**config.mk**
```make
export PLATFORM = sky130hd
export DESIGN_NAME = efuse_controller
export DESIGN_NICKNAME = d
export VERILOG_FILES = /design/src/rtl/efuse_controller.sv
export SDC_FILE = /design/constraint.sdc
export NUM_CORES = 1
export LEC_CHECK = 0
export ABC_AREA = 1
export ABC_CLOCK_PERIOD_IN_PS = 12790
export CAP_MARGIN = 0
export CELL_PAD_IN_SITES_DETAIL_PLACEMENT = 1
export CELL_PAD_IN_SITES_GLOBAL_PLACEMENT = 1
export CORE_ASPECT_RATIO = 0.75
export CORE_UTILIZATION = 43
export DETAILED_ROUTE_END_ITERATION = 10
export GPL_ROUTABILITY_DRIVEN = 0
export PLACE_DENSITY_LB_ADDON = 0.1
export SETUP_SLACK_MARGIN = 0.3
export SLEW_MARGIN = 5
export SYNTH_ARGS = -nofsm -noshare
export SYNTH_HDL_FRONTEND = slang
export SYNTH_SLANG_ARGS = --single-unit
```
**constraint.sdc**
```tcl
create_clock -name clk -period 12.79 [get_ports clk]
set_input_delay 3.1975 -clock clk [delete_from_list [all_inputs] [get_ports clk]]
set_output_delay 3.1975 -clock clk [all_outputs]
set_load 0.02 [all_outputs]
```
**src/rtl/efuse_controller.sv**
```systemverilog
// Bit-serial eFuse sequencer: 32-bit read and program with setup/strobe/hold timing.
// Define EFUSE_PGM_VERIFY_EN to add a read-back verify pass after every program.
module efuse_controller #(
    parameter int T_SETUP = 2,
    parameter int T_RD    = 4,
    parameter int T_PGM   = 400,
    parameter int T_HOLD  = 1
) (
    input  logic        clk,
    input  logic        rst,
    input  logic        read,
    input  logic        write,
    input  logic [31:0] data_write,
    input  logic        ack,
    output logic        rd_done,
    output logic        wr_done,
    output logic [31:0] data_read,
    output logic [4:0]  efuse_addr,
    output logic        efuse_rden,
    output logic        efuse_pgmen,
    output logic        efuse_strobe,
    input  logic        efuse_q,
    output logic        pgm_err
);
    localparam int T_SETUP_E = (T_SETUP > 0) ? T_SETUP : 1;
    localparam int T_RD_E    = (T_RD    > 0) ? T_RD    : 1;
    localparam int T_PGM_E   = (T_PGM   > 0) ? T_PGM   : 1;
    localparam int T_HOLD_E  = (T_HOLD  > 0) ? T_HOLD  : 1;
    localparam int T_MAX_A   = (T_PGM_E > T_RD_E) ? T_PGM_E : T_RD_E;
    localparam int T_MAX_B   = (T_SETUP_E > T_HOLD_E) ? T_SETUP_E : T_HOLD_E;
    localparam int T_MAX     = (T_MAX_A > T_MAX_B) ? T_MAX_A : T_MAX_B;
    localparam int CNT_W     = (T_MAX > 1) ? $clog2(T_MAX) : 1;

    typedef enum logic [2:0] {
        S_IDLE, S_SETUP, S_STROBE, S_HOLD, S_NEXT, S_DONE, S_VERIFY
    } state_t;

    state_t             state_q, state_d;
    logic [CNT_W-1:0]   tmr_q, tmr_d;
    logic [4:0]         bit_cnt_q, bit_cnt_d;
    logic               pgm_mode_q, pgm_mode_d;
    logic [31:0]        mask_q, mask_d;
    logic [31:0]        shadow_q, shadow_d;
    logic [31:0]        data_read_q, data_read_d;
    logic               rd_done_q, rd_done_d;
    logic               wr_done_q, wr_done_d;
    logic               read_prev_q, write_prev_q;
    logic               read_rise, write_rise;
    logic               active;
    logic [CNT_W-1:0]   strobe_last;
`ifdef EFUSE_PGM_VERIFY_EN
    logic               verify_q, verify_d;
    logic               pgm_err_q, pgm_err_d;
`endif

    assign read_rise   = read & ~read_prev_q;
    assign write_rise  = write & ~write_prev_q;
    assign strobe_last = pgm_mode_q ? CNT_W'(T_PGM_E - 1) : CNT_W'(T_RD_E - 1);

    always_comb begin
        // NOTE: every next-state signal takes a default first so no branch can infer a latch.
        state_d     = state_q;
        tmr_d       = tmr_q + 1'b1;
        bit_cnt_d   = bit_cnt_q;
        pgm_mode_d  = pgm_mode_q;
        mask_d      = mask_q;
        shadow_d    = shadow_q;
        data_read_d = data_read_q;
        rd_done_d   = 1'b0;
        wr_done_d   = 1'b0;
`ifdef EFUSE_PGM_VERIFY_EN
        verify_d    = verify_q;
        pgm_err_d   = pgm_err_q;
`endif
        case (state_q)
            S_IDLE: begin
                tmr_d     = '0;
                bit_cnt_d = '0;
                // Write has priority when both requests rise together.
                if (write_rise) begin
                    mask_d     = data_write;
                    pgm_mode_d = 1'b1;
                    state_d    = S_SETUP;
`ifdef EFUSE_PGM_VERIFY_EN
                    verify_d   = 1'b0;
                    pgm_err_d  = 1'b0;
`endif
                end else if (read_rise) begin
                    pgm_mode_d = 1'b0;
                    state_d    = S_SETUP;
`ifdef EFUSE_PGM_VERIFY_EN
                    verify_d   = 1'b0;
`endif
                end
            end
            S_SETUP: begin
                if (tmr_q == CNT_W'(T_SETUP_E - 1)) begin
                    tmr_d   = '0;
                    state_d = (pgm_mode_q && !mask_q[bit_cnt_q]) ? S_NEXT : S_STROBE;
                end
            end
            S_STROBE: begin
                if (tmr_q == strobe_last) begin
                    tmr_d   = '0;
                    state_d = S_HOLD;
                    if (!pgm_mode_q) begin
                        shadow_d[bit_cnt_q] = efuse_q;
                    end
                end
            end
            S_HOLD: begin
                if (tmr_q == CNT_W'(T_HOLD_E - 1)) begin
                    tmr_d   = '0;
                    state_d = S_NEXT;
                end
            end
            S_NEXT: begin
                tmr_d = '0;
                if (bit_cnt_q != 5'd31) begin
                    bit_cnt_d = bit_cnt_q + 5'd1;
                    state_d   = S_SETUP;
                end else if (pgm_mode_q) begin
`ifdef EFUSE_PGM_VERIFY_EN
                    state_d   = S_VERIFY;
`else
                    wr_done_d = 1'b1;
                    state_d   = S_DONE;
`endif
                end else begin
                    data_read_d = shadow_q;
                    state_d     = S_DONE;
`ifdef EFUSE_PGM_VERIFY_EN
                    if (verify_q) begin
                        pgm_err_d = (shadow_q & mask_q) != mask_q;
                        wr_done_d = 1'b1;
                    end else begin
                        rd_done_d = 1'b1;
                    end
`else
                    rd_done_d   = 1'b1;
`endif
                end
            end
`ifdef EFUSE_PGM_VERIFY_EN
            S_VERIFY: begin
                // Re-run the bit loop in read mode; the end of that read reports the program.
                tmr_d      = '0;
                bit_cnt_d  = '0;
                pgm_mode_d = 1'b0;
                verify_d   = 1'b1;
                state_d    = S_SETUP;
            end
`endif
            S_DONE: begin
                tmr_d = '0;
                if (ack) begin
                    state_d = S_IDLE;
                end
            end
            default: begin
                tmr_d   = '0;
                state_d = S_IDLE;
            end
        endcase
    end

    always_ff @(posedge clk or posedge rst) begin
        if (rst) begin
            state_q      <= S_IDLE;
            tmr_q        <= '0;
            bit_cnt_q    <= '0;
            pgm_mode_q   <= 1'b0;
            mask_q       <= '0;
            shadow_q     <= '0;
            data_read_q  <= '0;
            rd_done_q    <= 1'b0;
            wr_done_q    <= 1'b0;
            read_prev_q  <= 1'b0;
            write_prev_q <= 1'b0;
        end else begin
            // NOTE: non-blocking assignments so every register samples pre-edge values.
            state_q      <= state_d;
            tmr_q        <= tmr_d;
            bit_cnt_q    <= bit_cnt_d;
            pgm_mode_q   <= pgm_mode_d;
            mask_q       <= mask_d;
            shadow_q     <= shadow_d;
            data_read_q  <= data_read_d;
            rd_done_q    <= rd_done_d;
            wr_done_q    <= wr_done_d;
            read_prev_q  <= read;
            write_prev_q <= write;
        end
    end

`ifdef EFUSE_PGM_VERIFY_EN
    always_ff @(posedge clk or posedge rst) begin
        if (rst) begin
            verify_q  <= 1'b0;
            pgm_err_q <= 1'b0;
        end else begin
            verify_q  <= verify_d;
            pgm_err_q <= pgm_err_d;
        end
    end

    assign pgm_err = pgm_err_q;
`else
    assign pgm_err = 1'b0;
`endif

    // Macro controls are decoded from state so reset drops them in the same cycle.
    assign active       = (state_q == S_SETUP) || (state_q == S_STROBE) ||
                          (state_q == S_HOLD)  || (state_q == S_NEXT);
    assign efuse_strobe = (state_q == S_STROBE);
    assign efuse_rden   = active & ~pgm_mode_q;
    assign efuse_pgmen  = active & pgm_mode_q;
    assign efuse_addr   = active ? bit_cnt_q : 5'd0;
    assign data_read    = data_read_q;
    assign rd_done      = rd_done_q;
    assign wr_done      = wr_done_q;

endmodule
```
Yosys cells after proc, flatten, opt, wreduce, memory -nomap -nowiden
Cells that the tools add are included.

operators by class
  bitwise logic cells = 8
  multiplexer cells = 30
  reductions and logical operators = 16
  order comparisons = 2
  equality and inequality tests = 14
  $add $sub $neg = 2

operator list
  cell                                                                   number
  9-bit 2-to-1 mux                                                       4
  32-bit bitwise mux                                                     1
  9-bit case mux with 3 select lines                                     1
  3-bit 2-to-1 mux                                                       8
  3-bit case mux with 6 select lines                                     1
  1-bit 2-to-1 mux                                                       10
  5-bit 2-to-1 mux                                                       2
  5-bit case mux with 2 select lines                                     1
  9-bit by 1-bit adder with 9-bit output, second input constant          1
  9-bit by 1-bit == test with 1-bit output, second input constant        1
  9-bit == test                                                          1
  9-bit logical NOT                                                      1
  2-bit inequality test, second input constant                           4
  3-bit by 2-bit == test with 1-bit output, second input constant        2
  3-bit == test, second input constant                                   2
  5-bit by 6-bit < comparator with 1-bit output, second input constant   1
  2-bit AND reduction                                                    3
  3-bit AND reduction                                                    2
  5-bit by 1-bit adder with 5-bit output, second input constant          1
  1-bit binary-select mux with 5-bit select                              1
  1-bit demux with 5-bit select                                          1
  5-bit by 1-bit >= comparator with 1-bit output, second input constant  1
  5-bit inequality test, second input constant                           1
  5-bit AND reduction                                                    1
  10 further kinds                                                       20

word-level totals
  output and inout port bits = 43
  register bits = 118
  word-level logic and storage cells = 83
  input port bits = 38

Longest topological paths before layout
  depth in word-level cells = 7
  gate-level depth with buffers = 13
  depth with buffers taken out = 12

Worst setup path before layout
No wires, ideal clock.

  path kind = reg2out
  start point = register state_q[1]
  end point = output port efuse_addr[0]
  required time = 9.592 ns
  slack = 8.281 ns
  cell stages (with the launch flop) = 7
  data arrival time = 1.312 ns
  path buffers = 1
  cells stage by stage = dfrtp_1 -> buf_4 -> nor2_2 -> inv_1 -> nor2_2 -> a211oi_1 -> nor2_1

between the ends
  longest elaborated chain between the ends = 5
  elaborated cells on any way between the ends = 8
  those cells by class = eq/ne: 4; mux: 1; reduce/logical: 3

RTL lines
  item                                                                                                         line  RTL
  start: declaration                                                                                           38    state_t state_q, state_d;
  start signal: assignment                                                                                     182   state_q <= state_d;
  3-bit by 1-bit == test with 1-bit output / 3-bit by 2-bit == test with 1-bit output (equally long branches)  213   assign active = (state_q == S_SETUP) || (state_q == S_STROBE) ||
  1-bit logical OR (2 in a row)                                                                                213
  1-bit logical OR *                                                                                           214   (state_q == S_HOLD) || (state_q == S_NEXT);
  5-bit 2-to-1 mux *                                                                                           218   assign efuse_addr = active ? bit_cnt_q : 5'd0;
  end: declaration                                                                                             18    output logic [4:0] efuse_addr,

Mark *: on every way between the ends. The rest lies on a longest branch, timed or not.

Worst setup path in the final report
  start point = register bit_cnt_q[0]
  end point = output port efuse_addr[0]

between the ends
  longest elaborated chain between the ends = 1

RTL lines
  item                      line  RTL
  start: declaration        40    logic [4:0] bit_cnt_q, bit_cnt_d;
  start signal: assignment  184   bit_cnt_q <= bit_cnt_d;
  5-bit 2-to-1 mux          218

Every way passes these cells.

==> flow_metrics.tcl <==
set metrics [dict create \
    coreArea_sq_mm 0.01183 \
    layout-drive-gt1-share 0.06759 \
    start_util 0.4509 \
    hold_slack_ns 0.4676 \
    placed_area_sq_mm 0.006187 \
    rows 34 \
    final_cell_mix "nand2_1 (205), dfrtp_1 (118), clkdlybuf4s50_1 (79)" \
    syn2layout_area_growth_pct 27.08 \
    fin_crit_sh 0.4706 \
    cp-end-kind "primary output" \
    place_ws_ns 7.254 \
    max_stage_delay_ns 0.81 \
    critPathKind "flip-flop to primary output" \
    syn_nets 687 \
    final_area_sq_mm 0.006777 \
    die_area_sq_mm 0.01286 \
    setup_tns_ns 0 \
    skew_ns 0.009015 \
    cellLeakagePower_nw 3.280 \
    path_clk_slew_ns 0.06 \
    globalRouteOverflowTotal 0 \
    cts_tree "done" \
    start_kind "flip-flop" \
    crit_family "buffers and inverters" \
    wire_per_inst_um 15.77 \
    crit_arrival_ns 2.82 \
    outcome "finished, final reports clean" \
    die_h_um 98.44 \
    diodes 0 \
    fin_crit_ns 6.019 \
    path_cells "clkinv_1 > nor2_1 > clkdlybuf4s50_1" \
    yosys_warnings 0 \
    drtPass1Iterations 4 \
    cts_setup_buffers 0 \
    power_density_mw_per_mm2 188.5 \
    synth_area_sq_mm 0.005333 \
    drtIter0Drc 233 \
    io_pins 81 \
    setup_viol 0 \
    drcViolationCount 0 \
    synthCells 641 \
    wl_met1_um 6295 \
    hold_path.class "flip-flop to flip-flop" \
    grt_pass1_vias 4874 \
    cts_buffers 17 \
    seq_area_frac_synth 0.5537 \
    nNetsFinal 758 \
    grt_pass1_wl_um 23970 \
    root_buffer "clkbuf_16" \
    critPathRequiredTime_ns 9.59 \
    final_hold_viol_count 0 \
    dp_hpwl_um 9377 \
    power.total_mw 1.277 \
    slowest_stage "dfrtp_1" \
    fmax_mhz 166.1 \
    clkLatencyLatePin_ns 0.42 \
    slew_headroom 0.2615 \
    vias_per_cell 5.136 \
    final_common_cell "nand2_1" \
    cts_resized 0 \
    routed.top_layer "met4" \
    htreeDepth 4 \
    met3WireLength_um 652 \
    maxCapViolations 0 \
    crit_fanout 22 \
    clock_path_buffers 2 \
    setup_ws_ns 6.771 \
    grtUsageTotal 0.2427 \
    ys_types 30 \
    routed_wirelength_um 13990 \
    chipWidth_um 130.6 \
    ys_ff_latch 118 \
    antenna_found_initial 0 \
    r2r-start "bit_cnt_q[0]$_DFFE_PP0P_" \
    rsz0062_at_grt "no" \
    clkSinkCount 118 \
    synth.avg_cell_area_sq_um 8.319 \
    cts_hold_buf 0 \
    cp-startpoint "bit_cnt_q[0]$_DFFE_PP0P_" \
    port_buffers 79 \
    critPathBufInv 2 \
    tightest_slew_ns 1.104 \
    grt_max_degree 86 \
    ant_nets 0 \
    hp-start "data_read[2]$_DFFE_PP0P_" \
    peakVddDrop_uv 129.3 \
    route.vias.total 4556 \
    wl_met2_um 6864 \
    nFillCells 1422 \
    slew_viol_final 0 \
]
final timing paths:
kind                                                 end  slack [ns]  cells past startpoint
max in group asynchronous         mask_q[13]$_DFFE_PP0P_        8.22                      3
worst max register to register  data_read[6]$_DFFE_PP0P_        9.71                     10
worst max-delay path                       efuse_addr[0]        6.77                      3
worst min-delay path            data_read[2]$_DFFE_PP0P_        0.47                      2
worst min register to register  data_read[2]$_DFFE_PP0P_        0.47                      2
min in group asynchronous       data_read[1]$_DFFE_PP0P_        3.13                      2
cell type report:
type	count	area, sq um	share of cell area
clock buffer	18	439.2	0.06481
sequential	118	2953	0.4357
tap	162	202.7	0.02991
timing repair buffer	81	805.8	0.1189
multi-input combinational	436	2006	0.2960
clock inverter	14	150.1	0.02216
inverter	58	220.2	0.03250
logic make-up after synthesis:
| family | Yosys count | synth area share |
|---|---|---|
| AO/OA/AOI/OAI | 75 | 0.07156 |
| XOR/XNOR | 4 | 0.006571 |
| AND/OR/NAND/NOR | 340 | 0.2614 |
| multiplexers | 8 | 0.01666 |
| adder cells (fa/ha/maj) | 8 | 0.01877 |
| buffers and inverters | 87 | 0.07062 |
| other | 1 | 0.0007032 |
| flip-flops | 118 | 0.5537 |
routing by layer:
layer,vias to the layer above,track usage
met5,-,0
met4,0,0.08046
met3,20,0.04777
met2,92,0.4090
met1,2265,0.3128
li1,2179,-
through the flow:
stage / utilization / cells
after floorplan: - / 641
after global placement: 0.5232 / 855
after detailed placement: 0.5232 / 855
after CTS: 0.5730 / 887
after global routing: 0.5730 / 887
final: 0.5730 / 887
power by group:
part	switching [mW]	leakage [nW]	internal, mW
logic	0.211	1.62	0.111
registers	0.0468	1.37	0.435
clock network	0.181	0.283	0.293
total	0.438	3.28	0.839
cell usage after synthesis (all sizes together):
cell / number / area, sq um
ha: 8 / 100.1
nand4: 2 / 12.51
nor4: 2 / 12.51
clkinv: 2 / 7.510
buf: 19 / 121.4
a21oi: 31 / 155.2
mux2: 7 / 78.83
a31oi: 2 / 12.51
clkbuf: 10 / 37.54
nor2: 65 / 251.5
xnor2: 3 / 26.28
o22ai: 1 / 6.260
conb: 1 / 3.750
nand3: 50 / 250.2
nand2: 206 / 773.2
inv: 56 / 210.2
nor3b: 1 / 7.510
dfrtp: 118 / 2953
a211oi: 1 / 7.510
o21ai: 40 / 200.2
mux2i: 1 / 10.01
xor2: 1 / 8.760
nor3: 14 / 86.34
worst register-to-register path, delay by kind of cell, from the launching register on:
kind          cells  cell delay, ns
simple gates      5            0.59
buf+inv           3            0.81
flops             1            0.81
fa+ha+maj         2            0.75
sequential cells by signal, summed over array words and instances (netlist names):
register / flops
bit_cnt_q: 5
data_read: 32
mask_q: 32
pgm_mode_q: 1
rd_done: 1
read_prev_q: 1
shadow_q: 32
state_q: 3
tmr_q: 9
wr_done: 1
write_prev_q: 1
Note: power is estimated with default switching activity, not from simulation.
